File: src/rtl/demux_stream.sv
// Stream demultiplexer: one source word steered into per-channel holding registers
// in addressed, broadcast or round-robin (sequential) fashion.
module demux_stream #(
    parameter int WIDTH    = 8,
    parameter int CHANNELS = 8,
    parameter int SEL_W    = 3
) (
    input  logic                      clk,
    input  logic                      rst_n,
    input  logic [1:0]                mode,
    input  logic                      in_valid,
    input  logic [WIDTH-1:0]          in_data,
    input  logic [SEL_W-1:0]          in_sel,
    output logic                      in_ready,
    output logic [CHANNELS-1:0]       out_valid,
    output logic [CHANNELS*WIDTH-1:0] out_data,
    input  logic [CHANNELS-1:0]       out_ready,
    output logic                      err,
    output logic [SEL_W-1:0]          ptr
);

    localparam int NSEL = 1 << SEL_W;
    localparam logic [SEL_W:0]   CH_CNT  = (SEL_W+1)'(CHANNELS);
    localparam logic [SEL_W-1:0] PTR_MAX = SEL_W'(CHANNELS - 1);
    localparam logic [NSEL-1:0]  ONE_HOT0 = {{(NSEL-1){1'b0}}, 1'b1};

    typedef enum logic [1:0] {
        MODE_ADDR  = 2'b00,
        MODE_BCAST = 2'b01,
        MODE_SEQ   = 2'b10,
        MODE_RSVD  = 2'b11
    } mode_e;

    logic [CHANNELS-1:0]             valid_q, valid_d;
    logic [CHANNELS-1:0][WIDTH-1:0]  data_q, data_d;
    logic [SEL_W-1:0]                ptr_q, ptr_d;
    logic                            err_q, err_d;

    logic [CHANNELS-1:0] free;
    logic [NSEL-1:0]     free_ext;
    logic [NSEL-1:0]     sel_oh;
    logic [NSEL-1:0]     ptr_oh;
    logic [CHANNELS-1:0] load_mask;
    logic                sel_oor;
    logic                ready_c;
    logic                accept;
    mode_e               mode_s;

    always_comb begin
        mode_s   = mode_e'(mode);
        free     = ~valid_q | out_ready;
        free_ext = '0;
        free_ext[CHANNELS-1:0] = free;
        sel_oh   = ONE_HOT0 << in_sel;
        ptr_oh   = ONE_HOT0 << ptr_q;
        sel_oor  = {1'b0, in_sel} >= CH_CNT;

        ready_c   = 1'b0;
        load_mask = '0;
        case (mode_s)
            MODE_BCAST: begin
                ready_c   = &free;
                load_mask = '1;
            end
            MODE_SEQ: begin
                ready_c   = free_ext[ptr_q];
                load_mask = ptr_oh[CHANNELS-1:0];
            end
            default: begin
                // Out-of-range select is swallowed: ready, but no channel bit set.
                ready_c   = sel_oor | free_ext[in_sel];
                load_mask = sel_oh[CHANNELS-1:0];
            end
        endcase

        in_ready = rst_n & ready_c;
        accept   = in_valid & in_ready;
        if (!accept) begin
            load_mask = '0;
        end

        err_d = accept && (mode_s == MODE_ADDR || mode_s == MODE_RSVD) && sel_oor;

        ptr_d = ptr_q;
        if (accept && mode_s == MODE_SEQ) begin
            ptr_d = (ptr_q == PTR_MAX) ? '0 : ptr_q + SEL_W'(1);
        end

        valid_d = valid_q;
        data_d  = data_q;
        for (int i = 0; i < CHANNELS; i++) begin
            if (load_mask[i]) begin
                valid_d[i] = 1'b1;
                data_d[i]  = in_data;
            end else if (valid_q[i] && out_ready[i]) begin
                // Empty slots read as zero on out_data.
                valid_d[i] = 1'b0;
                data_d[i]  = '0;
            end
        end
    end

    always_ff @(posedge clk or negedge rst_n) begin
        if (!rst_n) begin
            valid_q <= '0;
            data_q  <= '0;
            ptr_q   <= '0;
            err_q   <= 1'b0;
        end else begin
            valid_q <= valid_d;
            data_q  <= data_d;
            ptr_q   <= ptr_d;
            err_q   <= err_d;
        end
    end

    assign out_valid = valid_q;
    assign out_data  = data_q;
    assign ptr       = ptr_q;
    assign err       = err_q;

endmodule

File: config.mk
export PLATFORM = sky130hd
export DESIGN_NAME = demux_stream
export DESIGN_NICKNAME = d
export VERILOG_FILES = /design/src/rtl/demux_stream.sv
export SDC_FILE = /design/constraint.sdc
export NUM_CORES = 1
export LEC_CHECK = 0
export CORE_MARGIN = 2
export CORE_UTILIZATION = 24
export DETAILED_ROUTE_END_ITERATION = 16
export SLEW_MARGIN = 20
export SYNTH_ARGS = -nofsm -noshare
export SYNTH_HDL_FRONTEND = slang
export SYNTH_SLANG_ARGS = --single-unit
export TNS_END_PERCENT = 20
File: constraint.sdc
create_clock -name clk -period 2.3 [get_ports clk]
set_clock_uncertainty 0.15 [all_clocks]
set_input_delay 0.345 -clock clk [delete_from_list [all_inputs] [get_ports clk]]
set_output_delay 0.345 -clock clk [all_outputs]
set_load 0.005 [all_outputs]
# Word level (Yosys, flattened, before mapping)
# Index checks and enable logic that the tools add are counted.
# totals
reg_bits	75
inputBits	24
output_inout_bits	77
wordCells	87
# classes
add_sub_neg	1
n_lt_le_gt_ge	2
n_eq_ne	3
n_shift	2
mux	40
bitwise	4
n_reduce_logical	18
# ops
op	n
8-bit two-way mux	17
1-bit two-way mux	18
8-bit one-hot mux with 2 select lines	1
2-bit nonzero test	8
1-bit by 3-bit left shift with 8-bit output (first input constant)	2
1-bit logical AND	9
3-bit by 4-bit less-than comparator with 1-bit output (second input constant)	2
8-bit inverter	1
8-bit bitwise OR	1
8-bit AND reduction	1
1-bit binary-select mux with 3-bit select	2
3-bit by 1-bit adder with 3-bit output (second input constant)	1
3-bit == test (second input constant)	1
3-bit two-way mux	1
1-bit AND	2
2-bit by 1-bit == test with 1-bit output (second input constant)	1
2-bit == test (second input constant)	1
1-bit one-hot mux with 2 select lines	1

# Logic depth before layout (Yosys ltp)
# logic_depth
depth_word	9
ltp_mapped	9
depth_no_buf	7

# Least setup slack after synthesis
# No wires, ideal clock.
# synth_timing
path_type	register to register
start	reg ptr_q[0] (netlist: ptr[0])
end	reg ptr_q[0] (netlist: ptr[0])
setup_ps	125
arrival_ps	1761
required_time_ps	2025
setup_slack_ps	264
path_stages_with_launch	6
n_path_buf	0
period_less_slack_ps	2036
path_cell_list	dfrtp_1 > or3b_1 > a31oi_2 > o31ai_4 > o2111ai_4 > mux2_4
# synth_via
elab_chain_cells	6
word_cells_on_any_way	9
classes_between	add/sub: 1; eq/ne: 1; mux: 4; bitwise: 2; reduce/logical: 1
# synth_rtl
item	line_no	text
start: declaration	36	logic [SEL_W-1:0] ptr_q, ptr_d;
start signal: assignment	112	ptr_q <= ptr_d;
1-bit binary-select mux with 3-bit select	66	ready_c = free_ext[ptr_q];
1-bit two-way mux (implied by the code)	66	
1-bit one-hot mux with 2 select lines	60	case (mode_s)
1-bit AND	76	in_ready = rst_n & ready_c;
1-bit AND	77	accept = in_valid & in_ready;
1-bit logical AND	85	if (accept && mode_s == MODE_SEQ) begin
# Several ways; a longest one is shown, not always the timed one. The select of a mux whose other input is x is not followed.
# A chain may end at the register's enable or synchronous reset.

# Worst setup path in the final report
# layout_timing
start	reg ptr_q[0] (netlist: ptr[0])
end	out in_ready
# layout_via
elab_chain_cells	4
# layout_rtl
item	line_no	text
1-bit binary-select mux with 3-bit select	66	
1-bit two-way mux (implied by the code)	66	
1-bit one-hot mux with 2 select lines	60	
1-bit AND	76	
end: declaration	14	output logic in_ready,
# No other way between the ends. The select of a mux whose other input is x is not followed.

==> out/results.txt <==
Status -> finished, final reports clean
Root Buffer -> clkbuf_16
Largest net degree at the start of global routing -> 49
Area of the multi-input gates -> 1720 µm²
Worst-path clk slew -> 50 ps
Met3 Wirelength -> 494 µm
EDFF count, synth -> 0
Die area -> 16,400 µm²
Initial DRC Count -> 100
Clock period minus worst slack -> 2280 ps
Max rail drop VDD -> 374 µV
DRC viols -> 0
HP Class -> reg2reg
Num CTS Buffers -> 9
CP Class -> reg2out
Synth top area cells -> dfrtp_1 (51%), mux2i_1 (18%), nand2_1 (8.4%)
H-tree Lvls -> 3
Wl on met1 -> 5020 µm
Critical Path RT -> 1800 ps
Mapped Area -> 3700 µm²
Crit path max-delay family -> compound AO/OA/AOI/OAI gates
Pre-CTS setup slack -> -477 ps
DRT Wirelength -> 11,300 µm
Unrepaired setup endpoints after global routing -> true
Post-synthesis compound-gate area fraction -> 0.0845
Buf+Inv Stages, Crit Path -> 1
Simple-gate share of the synthesized area -> 0.142
CTS tree -> built
Largest stage delay on the critical path -> 420 ps
Pins Over Slew Limit -> 0
Via density -> 4.42
Post-synth top flop -> dfrtp_1
Worst Tran Pin Value -> 612 ps
CP arrival -> 1780 ps
Top cell type's share of synthesized area -> 0.507
CP Cell Sequence -> or3b_4 > a31oi_4 > o31ai_4 > o211a_1 > buf_2
DR pass1 iterations -> 4
Syn nets -> 348
Clock sinks -> 75
Area after DPL -> 5240 µm²
Vias -> 2,907
Final hold slack -> 371 ps
Worst setup EP type -> output pin
Nets -> 493
Maximum clock path buffer count -> 2
Mux cell area share after synthesis -> 0.204
Synth Register Bits -> 75
Fin util -> 0.369
Cell variety after synth -> 36
Seq. cell area -> 1880 µm²
PortBufs -> 99
Period utilization -> 0.990
Die H -> 128 µm
Final Hold Fails -> 0
Adder-cell share of the synthesized area -> 0.0135
Io pins -> 101
Final WS setup -> 22.8 ps
Ys Warns -> 0
Post-route ant nets -> 0
Worst Setup Start Kind -> register
Total power -> 5.58 mW
Main combinational cell family by area after synthesis -> multiplexers
Syn avg cell area -> 11.6 µm²
Gpl congestion -> 0.852
Dpl cells -> 639
Initial antenna violation count -> 0
Origin of the worst setup path -> ptr[0]
Later-pin clock latency in the skew report -> 340 ps
Share of layout cells above drive strength 1 -> 0.204
Worst R2R Start -> ptr[0]
Overflow after GRT -> 0
Routed len/inst -> 17.1 µm
Final instance area -> 5590 µm²
Critical hold path startpoint -> out_data[52]
Worst slew margin -> 0.592
Die W -> 128 µm
XOR/XNOR share of the synthesized area -> 0
PD cells -> 998 nW/µm²
Vias in the first global route -> 3,071
Row Count -> 45
Highest Signal Layer -> met4
Asr flop ratio synth -> 1.00
All-Layer GR Usage -> 0.141
F_max -> 439 MHz
Syn-to-layout area delta -> 51.0%
Initial Utilization -> 0.245
Setup TNS -> 0 ps
Syn Inst Count -> 320
DR WL met2 -> 5520 µm
Sequential-to-total area share from yosys stat -> 0.507
Max-cap violations -> 0
Leading area contributor after synthesis -> dfrtp_1
Antenna diodes -> 0
Non-Filler Instances -> 658
Setup violators final -> 0
First-pass GRT wire length -> 17,100 µm
Crit path max-delay cell type -> or3b_4
Fillers -> 1,529
Core ar. -> 15,100 µm²
Leak pwr -> 2.92 nW
Post-DP HPWL -> 8200 µm
CP Max Fanout -> 2
-- placed cells by master (no fill, tap or decap), types with 3 or more instances in the layout --
cell type        count
buf_4               39
ha_1                 3
mux2i_1             64
a21oi_1              8
o2111ai_2            3
and3b_1              3
nand2b_4             7
o211ai_2             7
o21ai_0              8
nor3b_1              3
mux2_4               3
dlygate4sd2_1       12
inv_1               14
nand2_1             83
dfrtp_1             75
clkdlybuf4s50_1     85
clkinvlp_4           3
buf_12               8
nand3b_1             4
clkbuf_16            9
-- flip-flops by register name, summed over array words and instances (netlist names) --
register / flops
out_data: 64
ptr: 3
out_valid: 8
-- cells by family (layout without fill, tap and decap cells) --
family	count (synthesis)	in the layout
other	1	1
AOI/OAI and AO/OA	33	33
buffers and inverters	27	177
and+or+nand+nor	109	109
adders and majority gates	4	4
DFF	75	75
muxes	71	71
-- worst reg2reg max path, stage by stage (launching register included) --
cell and delay [ps]:
dfrtp_1 380, or3b_4 420, a31oi_4 210, o31ai_4 100
buf_4 200, o2111ai_4 250, mux2_4 330
-- metal layers --
metal / vias up / global-route usage
met2: 68 / 0.225
met3: 19 / 0.0367
met1: 1433 / 0.181
met5: - / 0
li1: 1387 / -
met4: 0 / 0.0608
-- final timing paths --
| path | slack [ps] | cells after the start | to |
|---|---|---|---|
| setup / recovery | 20 | 5 | in_ready |
| hold / removal | 370 | 2 | out_data[52] |
| setup reg to reg | 150 | 6 | ptr[0] |
| hold reg to reg | 370 | 2 | out_data[52] |
| max in group asynchronous | 1030 | 3 | out_data[3] |
| min in group asynchronous | 450 | 3 | out_data[51] |
-- power by group --
| part | total [mW] | switching [mW] | internal, mW |
|---|---|---|---|
| Sequential | 2.11 | 0.311 | 1.80 |
| Clock | 1.33 | 0.541 | 0.790 |
| Combinational | 2.14 | 0.833 | 1.31 |
| Total | 5.58 | 1.69 | 3.90 |
-- layout make-up --
cell class,count,area share
Timing Repair Buffer,146,0.255
Sequential cell,75,0.336
Clock buffer,13,0.0465
Inverter,15,0.0101
Multi-Input combinational cell,218,0.307
Clock inverter,3,0.00403
Tap cell,188,0.0421
-- cell usage after synthesis (2+ instances only) --
library cell,instances
mux2i_1,65
ha_1,4
buf_6,9
buf_4,2
nand2b_1,4
nand2b_4,4
mux2_4,3
and3b_1,3
and3_1,2
dfrtp_1,75
a21oi_1,8
o2111ai_1,2
nand3b_1,4
nand2_1,83
o21ai_0,8
o211ai_2,8
nor3b_1,3
inv_1,15
-- timing repair --
action                                  in CTS  in global routing
setup buffers                                2                  1
hold buffers                                 1                  0
pin swaps                                    4                  1
hold endpoints to repair                    27                  0
endpoints found under the setup margin       9                 32
resized for setup                           26                  2
Power figures use the tool's default switching activity.
